## src/rtl/fp16_pkg.sv

```systemverilog
`default_nettype none
// +------------------------------------------------------------------+
// | fp16_pkg : shared FP16 constants, accumulator states, LZ helper  |
// | Rev 1.0                                                          |
// +------------------------------------------------------------------+
package fp16_pkg;

    localparam int          FP16_W    = 16;
    localparam int          FP16_SIGN = 15;
    localparam logic [15:0] FP16_ZERO = 16'h0000;
    localparam logic [15:0] FP16_QNAN = 16'h7E00;

    typedef enum logic [1:0] {
        IDLE  = 2'd0,
        ACCUM = 2'd1,
        DONE  = 2'd2
    } acc_state_t;

    // Leading-zero count of a 14-bit value; returns 14 for zero.
    function automatic logic [3:0] lzc14(input logic [13:0] v);
        lzc14 = 4'd14;
        for (int i = 0; i < 14; i++) begin
            if (v[i]) lzc14 = 4'(13 - i);
        end
    endfunction

endpackage
`default_nettype wire

```

## src/rtl/fp16_adder.sv

```systemverilog
`default_nettype none
// +------------------------------------------------------------------+
// | fp16_adder : combinational binary16 adder, round-to-nearest-even |
// | Rev 1.0                                                          |
// +------------------------------------------------------------------+
module fp16_adder
    import fp16_pkg::*;
(
    input  logic [FP16_W-1:0] a,
    input  logic [FP16_W-1:0] b,
    output logic [FP16_W-1:0] sum
);

    logic [15:0] w_big, w_sml;
    logic [4:0]  w_eb, w_es, w_d;
    logic [13:0] w_bx, w_aligned, w_n;
    logic [27:0] w_sh;
    logic [14:0] w_raw, w_pk;
    logic [5:0]  w_e, w_s;
    logic [3:0]  w_lz;
    logic        w_sub, w_inc, w_nan;

    always_comb begin
        // Order operands by magnitude so the small one is the one aligned.
        w_big = (b[14:0] > a[14:0]) ? b : a;
        w_sml = (b[14:0] > a[14:0]) ? a : b;
        w_eb  = (w_big[14:10] == 5'd0) ? 5'd1 : w_big[14:10];
        w_es  = (w_sml[14:10] == 5'd0) ? 5'd1 : w_sml[14:10];
        w_d   = w_eb - w_es;
        w_bx  = {|w_big[14:10], w_big[9:0], 3'b000};
        w_sh  = {{|w_sml[14:10], w_sml[9:0], 3'b000}, 14'd0} >> ((w_d > 5'd14) ? 5'd14 : w_d);
        w_aligned = {w_sh[27:15], w_sh[14] | (|w_sh[13:0])};
        w_sub = w_big[15] ^ w_sml[15];
        w_raw = w_sub ? ({1'b0, w_bx} - {1'b0, w_aligned})
                      : ({1'b0, w_bx} + {1'b0, w_aligned});

        w_e  = {1'b0, w_eb};
        w_lz = lzc14(w_raw[13:0]);
        w_s  = 6'd0;
        if (w_raw[14]) begin
            w_n = {w_raw[14:2], w_raw[1] | w_raw[0]};
            w_e = w_e + 6'd1;
        end else begin
            // Left shift is capped so that tiny results land as subnormals.
            w_s = ({2'b00, w_lz} > (w_e - 6'd1)) ? (w_e - 6'd1) : {2'b00, w_lz};
            w_n = w_raw[13:0] << w_s;
            w_e = w_e - w_s;
        end

        w_inc = w_n[2] & (w_n[3] | w_n[1] | w_n[0]);
        w_pk  = {(w_n[13] ? w_e[4:0] : 5'd0), w_n[12:3]} + {14'd0, w_inc};
        w_nan = ((a[14:10] == 5'h1F) && (a[9:0] != 10'd0)) ||
                ((b[14:10] == 5'h1F) && (b[9:0] != 10'd0));

        if (w_nan)
            sum = FP16_QNAN;
        else if (w_big[14:10] == 5'h1F)
            sum = (w_sml[14:10] == 5'h1F && w_sub) ? FP16_QNAN : w_big;
        else if (w_raw == 15'd0)
            sum = {w_big[15] & ~w_sub, 15'd0};
        else if (w_e >= 6'd31)
            sum = {w_big[15], 5'h1F, 10'd0};
        else
            sum = {w_big[15], w_pk};
    end

endmodule
`default_nettype wire

```

## src/rtl/fp16_accumulator.sv

```systemverilog
`default_nettype none
// +------------------------------------------------------------------+
// | fp16_accumulator : streaming FP16 window sum with valid/ready    |
// | Option: FP16_ACC_RELU_EN clamps negative-signed results to +0.   |
// | Rev 1.0                                                          |
// +------------------------------------------------------------------+
module fp16_accumulator
    import fp16_pkg::*;
#(
    parameter int CNT_W = 8
) (
    input  logic              clk,
    input  logic              rst,
    input  logic              in_valid,
    output logic              in_ready,
    input  logic [FP16_W-1:0] in_data,
    input  logic              in_last,
    output logic              out_valid,
    input  logic              out_ready,
    output logic [FP16_W-1:0] out_data,
    output logic [CNT_W-1:0]  out_count
);

    acc_state_t        r_state, w_next_state;
    logic [FP16_W-1:0] r_acc, w_sum, w_next_acc, w_out_val;
    logic [CNT_W-1:0]  r_cnt, w_next_cnt;
    logic              w_accept;

    fp16_adder u_adder (
        .a   (r_acc),
        .b   (in_data),
        .sum (w_sum)
    );

    assign in_ready = (r_state != DONE);
    assign w_accept = in_valid & in_ready;

    // The first element of a window bypasses the adder so -0 and NaN survive.
    assign w_next_acc = (r_state == IDLE) ? in_data : w_sum;
    assign w_next_cnt = (r_state == IDLE) ? CNT_W'(1)
                      : ((&r_cnt) ? r_cnt : r_cnt + CNT_W'(1));

`ifdef FP16_ACC_RELU_EN
    assign w_out_val = w_next_acc[FP16_SIGN] ? FP16_ZERO : w_next_acc;
`else
    assign w_out_val = w_next_acc;
`endif

    always_comb begin
        w_next_state = r_state;
        case (r_state)
            IDLE:    if (w_accept) w_next_state = in_last ? DONE : ACCUM;
            ACCUM:   if (w_accept && in_last) w_next_state = DONE;
            DONE:    if (out_ready) w_next_state = IDLE;
            default: w_next_state = IDLE;
        endcase
    end

    always_ff @(posedge clk) begin
        if (rst) begin
            r_state   <= IDLE;
            r_acc     <= FP16_ZERO;
            r_cnt     <= '0;
            out_valid <= 1'b0;
            out_data  <= FP16_ZERO;
            out_count <= '0;
        end else begin
            r_state <= w_next_state;
            if (w_accept) begin
                r_acc <= w_next_acc;
                r_cnt <= w_next_cnt;
                if (in_last) begin
                    out_data  <= w_out_val;
                    out_count <= w_next_cnt;
                    out_valid <= 1'b1;
                end
            end else if (r_state == DONE && out_ready) begin
                out_valid <= 1'b0;
                r_acc     <= FP16_ZERO;
                r_cnt     <= '0;
            end
        end
    end

endmodule
`default_nettype wire

```

## config.mk

```make
export PLATFORM = sky130hd
export DESIGN_NAME = fp16_accumulator
export DESIGN_NICKNAME = d
export VERILOG_FILES = /design/src/rtl/fp16_pkg.sv /design/src/rtl/fp16_adder.sv /design/src/rtl/fp16_accumulator.sv
export SDC_FILE = /design/constraint.sdc
export NUM_CORES = 1
export LEC_CHECK = 0
export ABC_AREA = 1
export BUFFER_PORTS_ARGS = -buffer_cell sky130_fd_sc_hd__buf_2
export CORE_MARGIN = 8
export CORE_UTILIZATION = 35
export CTS_CLUSTER_DIAMETER = 120
export DETAILED_ROUTE_END_ITERATION = 8
export HOLD_SLACK_MARGIN = 0.05
export PLACE_DENSITY = 0.48
export SYNTH_ARGS = -nofsm -noshare
export SYNTH_HDL_FRONTEND = slang
export SYNTH_SLANG_ARGS = --single-unit
```

## constraint.sdc

```tcl
create_clock -name clk -period 14.6 [get_ports clk]
set_input_delay 0.73 -clock clk [delete_from_list [all_inputs] [get_ports clk]]
set_output_delay 0.73 -clock clk [all_outputs]
set_load 0.01 [all_outputs]
```

==> parameters.txt <==
Parameter                              Value

Run status
  Run status ... complete, no violations

Synthesis
  Largest cells by area after synthesis ... sky130_fd_sc_hd__nand2_1 18%, sky130_fd_sc_hd__dfxtp_1 14%, sky130_fd_sc_hd__nand3_1 12%, sky130_fd_sc_hd__ha_1 9.6%, sky130_fd_sc_hd__inv_1 8.0%
  Share of synthesized flip-flops with an asynchronous set or reset ... 0%
  Share of the synthesized area in the top cell type ... 18.33%
  Synthesis Warnings ... 0
  Largest area contributor in the netlist ... sky130_fd_sc_hd__nand2_1
  Seq cells post-synth ... 51
  Top FF cell, synth ... sky130_fd_sc_hd__dfxtp_1
  Number of enable flip-flop cells after synthesis ... 0
  Net count after synthesis ... 1365
  Sequential area share after synthesis ... 13.81%
  Post-Synthesis Cells ... 1284
  Most common cell in the netlist ... sky130_fd_sc_hd__nand2_1
  Number of library cell types mapped by synthesis ... 50
  Mapped cell area ... 7392 sq um
  Synth Area per Inst ... 5.757 sq um
  Top post-synthesis cells by count ... 361 x sky130_fd_sc_hd__nand2_1, 174 x sky130_fd_sc_hd__nand3_1, 157 x sky130_fd_sc_hd__inv_1

STA
  Final setup violating endpoints ... 0
  Max Transition Viols Final ... 0
  Setup ws final ... 1566 ps
  Final number of hold-violating endpoints ... 0
  Transition time at the pin with the least slew margin ... 729.0 ps
  Final-layout worst hold slack ... 462.3 ps
  Final worst-path cycle share ... 89.27%
  Worst relative slew slack ... 51.35%
  Final Skew ... 4.179 ps
  Maximum frequency from static timing analysis ... 0.07672 GHz
  Post-route minimum period ... 13030 ps

CTS
  CTS Sinks ... 51
  Clock Tree Root ... sky130_fd_sc_hd__clkbuf_16
  Post-cts hold buffer count ... 0
  Postcts setup bufs ... 0
  CTS tree ... done
  Total CTS buffers ... 5
  Clock slew seen by the registers of the worst setup and hold paths ... 70 ps
  Clock H-tree levels ... 2
  Clk buf depth ... 2
  Clock Latency Late Sink ... 290 ps

Job
  Max-cap violations ... 0

Setup path
  Maximum fanout count along the critical path ... 51
  Cell seen most often among critical-path stages ... sky130_fd_sc_hd__nand2_1
  Sort of element at the end of the critical path ... register
  Critical path data arrival time ... 13260 ps
  Largest stage delay, worst path ... 420 ps
  Cell with the largest stage delay on the worst path ... sky130_fd_sc_hd__nor2_1
  Critical setup path kind ... input pin to register
  Required time worst endpoint ... 14820 ps
  Nature of the critical path startpoint ... input pin

Floorplanning
  Width of the die ... 161.3 um
  I/O pin cnt ... 47
  Initial cell density of the core ... 35.39%
  Site Rows ... 53
  Area of the die ... 26030 sq um
  Overall die height ... 161.3 um
  Area of the core region ... 20890 sq um

Global route
  Number of antenna violations at the first check in global routing ... 0
  Global-route wire length before repair ... 40890 um
  Vias in the first global route ... 7660
  Maximum number of pins on one net before global-route repair ... 52
  Remaining Overflow, GRT ... 0
  All-layer global routing usage ... 19.01%

Worst hold path
  Classification of the worst-slack hold path ... register to register

Routing
  Routed WL per cell ... 15.85 um
  Residual antenna-violating net count after detailed routing ... 0
  DRC marker count from the first detailed-route iteration ... 474
  DRC errors left ... 0
  Routed wire length ... 24960 um
  Vias after detailed routing ... 8044
  Average via count per standard cell ... 5.107
  TritonRoute pass-1 iters ... 6

Placement
  Placed cell area ... 7757 sq um
  IO Port Bufs ... 46
  Pre-CTS setup slack ... 879.4 ps
  Post-DP HPWL ... 20560 um
  Final weighted congestion in routability-driven placement ... 0.8799

Layout
  Net total in the final layout ... 1379
  Post-layout util ... 37.97%
  Fraction of final layout cells with drive strength greater than 1 ... 12.01%
  Filler cell count ... 2415
  Final instance area ... 7931 sq um
  Growth of design area from synthesis to finish ... 7.295%
[critical path, delay by kind of cell]
kind	cells	cell delay, ps
compound gates	17	3330
fa+ha+maj	7	2010
buf+inv	11	1170
simple gates	38	5990
[cell families (layout without fill, tap and decap cells)]
kind of cell	after synthesis	in the layout	share of synthesized area (%)
buffers and inverters	217	232	12.00
and+or+nand+nor	733	733	45.60
DFF	51	51	13.81
other	0	1	0
AOI/OAI and AO/OA	207	207	15.93
xor gates and xnor gates	16	16	2.200
adders and majority gates	60	60	10.46
[repair_timing]
action,in CTS,in global routing
setup endpoints to repair,0,30
gates resized for setup,0,4
endpoints found under the hold margin,0,0
[metal layers]
layer  vias to the layer above  part of all wire, %  GRT usage, %
li1                       4244                    -             -
met1                      3608                   49         26.57
met2                       168                   46         31.30
met3                        24                  3.5         1.349
met4                         0                  1.7         4.251
met5                         -                    0             0
[worst paths after layout]
kind	from	to	slack, ps	cells past startpoint
setup / recovery	in_data[14]	r_acc[5]	1570	73
hold / removal	out_valid	out_valid	460	2
setup reg to reg	r_acc[9]	r_acc[5]	1670	73
hold reg to reg	out_valid	out_valid	460	2
[cell usage in the layout, fill, tap and decap left out, types with 7 or more instances in the layout]
master | netlist | routed
sky130_fd_sc_hd__nand3_2 | 10 | 10
sky130_fd_sc_hd__o21ai_1 | 11 | 12
sky130_fd_sc_hd__nor3_1 | 11 | 11
sky130_fd_sc_hd__a21oi_1 | 72 | 72
sky130_fd_sc_hd__nand2_2 | 20 | 21
sky130_fd_sc_hd__o21ai_0 | 76 | 75
sky130_fd_sc_hd__buf_2 | 10 | 46
sky130_fd_sc_hd__nor2_1 | 88 | 87
sky130_fd_sc_hd__nand4_1 | 24 | 24
sky130_fd_sc_hd__inv_2 | 18 | 18
sky130_fd_sc_hd__o21ai_2 | 8 | 8
sky130_fd_sc_hd__ha_1 | 57 | 57
sky130_fd_sc_hd__nand3_1 | 174 | 174
sky130_fd_sc_hd__inv_1 | 157 | 157
sky130_fd_sc_hd__nand2_1 | 361 | 360
sky130_fd_sc_hd__o21bai_1 | 13 | 13
sky130_fd_sc_hd__xor2_1 | 11 | 11
sky130_fd_sc_hd__nor2_2 | 14 | 14
sky130_fd_sc_hd__dfxtp_1 | 51 | 51
sky130_fd_sc_hd__or2_2 | 7 | 7
[per-stage QoR]
step / setup TNS, ps / std cells
final: 0 / 1575
after global placement: 0 / 1566
after floorplan: 0 / 1284
after CTS: 0 / 1574
after global routing: -0.009770 / 1574
after detailed placement: 0 / 1566
[final cells by class]
cell class                 count  area, sq um  share of cell area, %
antenna                        1        2.502                0.03155
clock buffer                   6        138.9                  1.751
sequential                    51         1021                  12.87
timing repair buffer          48        245.2                  3.092
clock inverter                 2        16.27                 0.2051
multi-input combinational   1016         5503                  69.38
tap                          275        344.1                  4.338
inverter                     176        660.6                  8.329
[flip-flops by register name, indices dropped and copies added (netlist names)]
signal and flops:
out_data 16, r_acc 16, out_count 8, r_cnt 8
r_state 2, out_valid 1
Power is left out: the tool's default activity adds up to more than one toggle a clock period on the data nets, which glitch-free logic cannot reach.
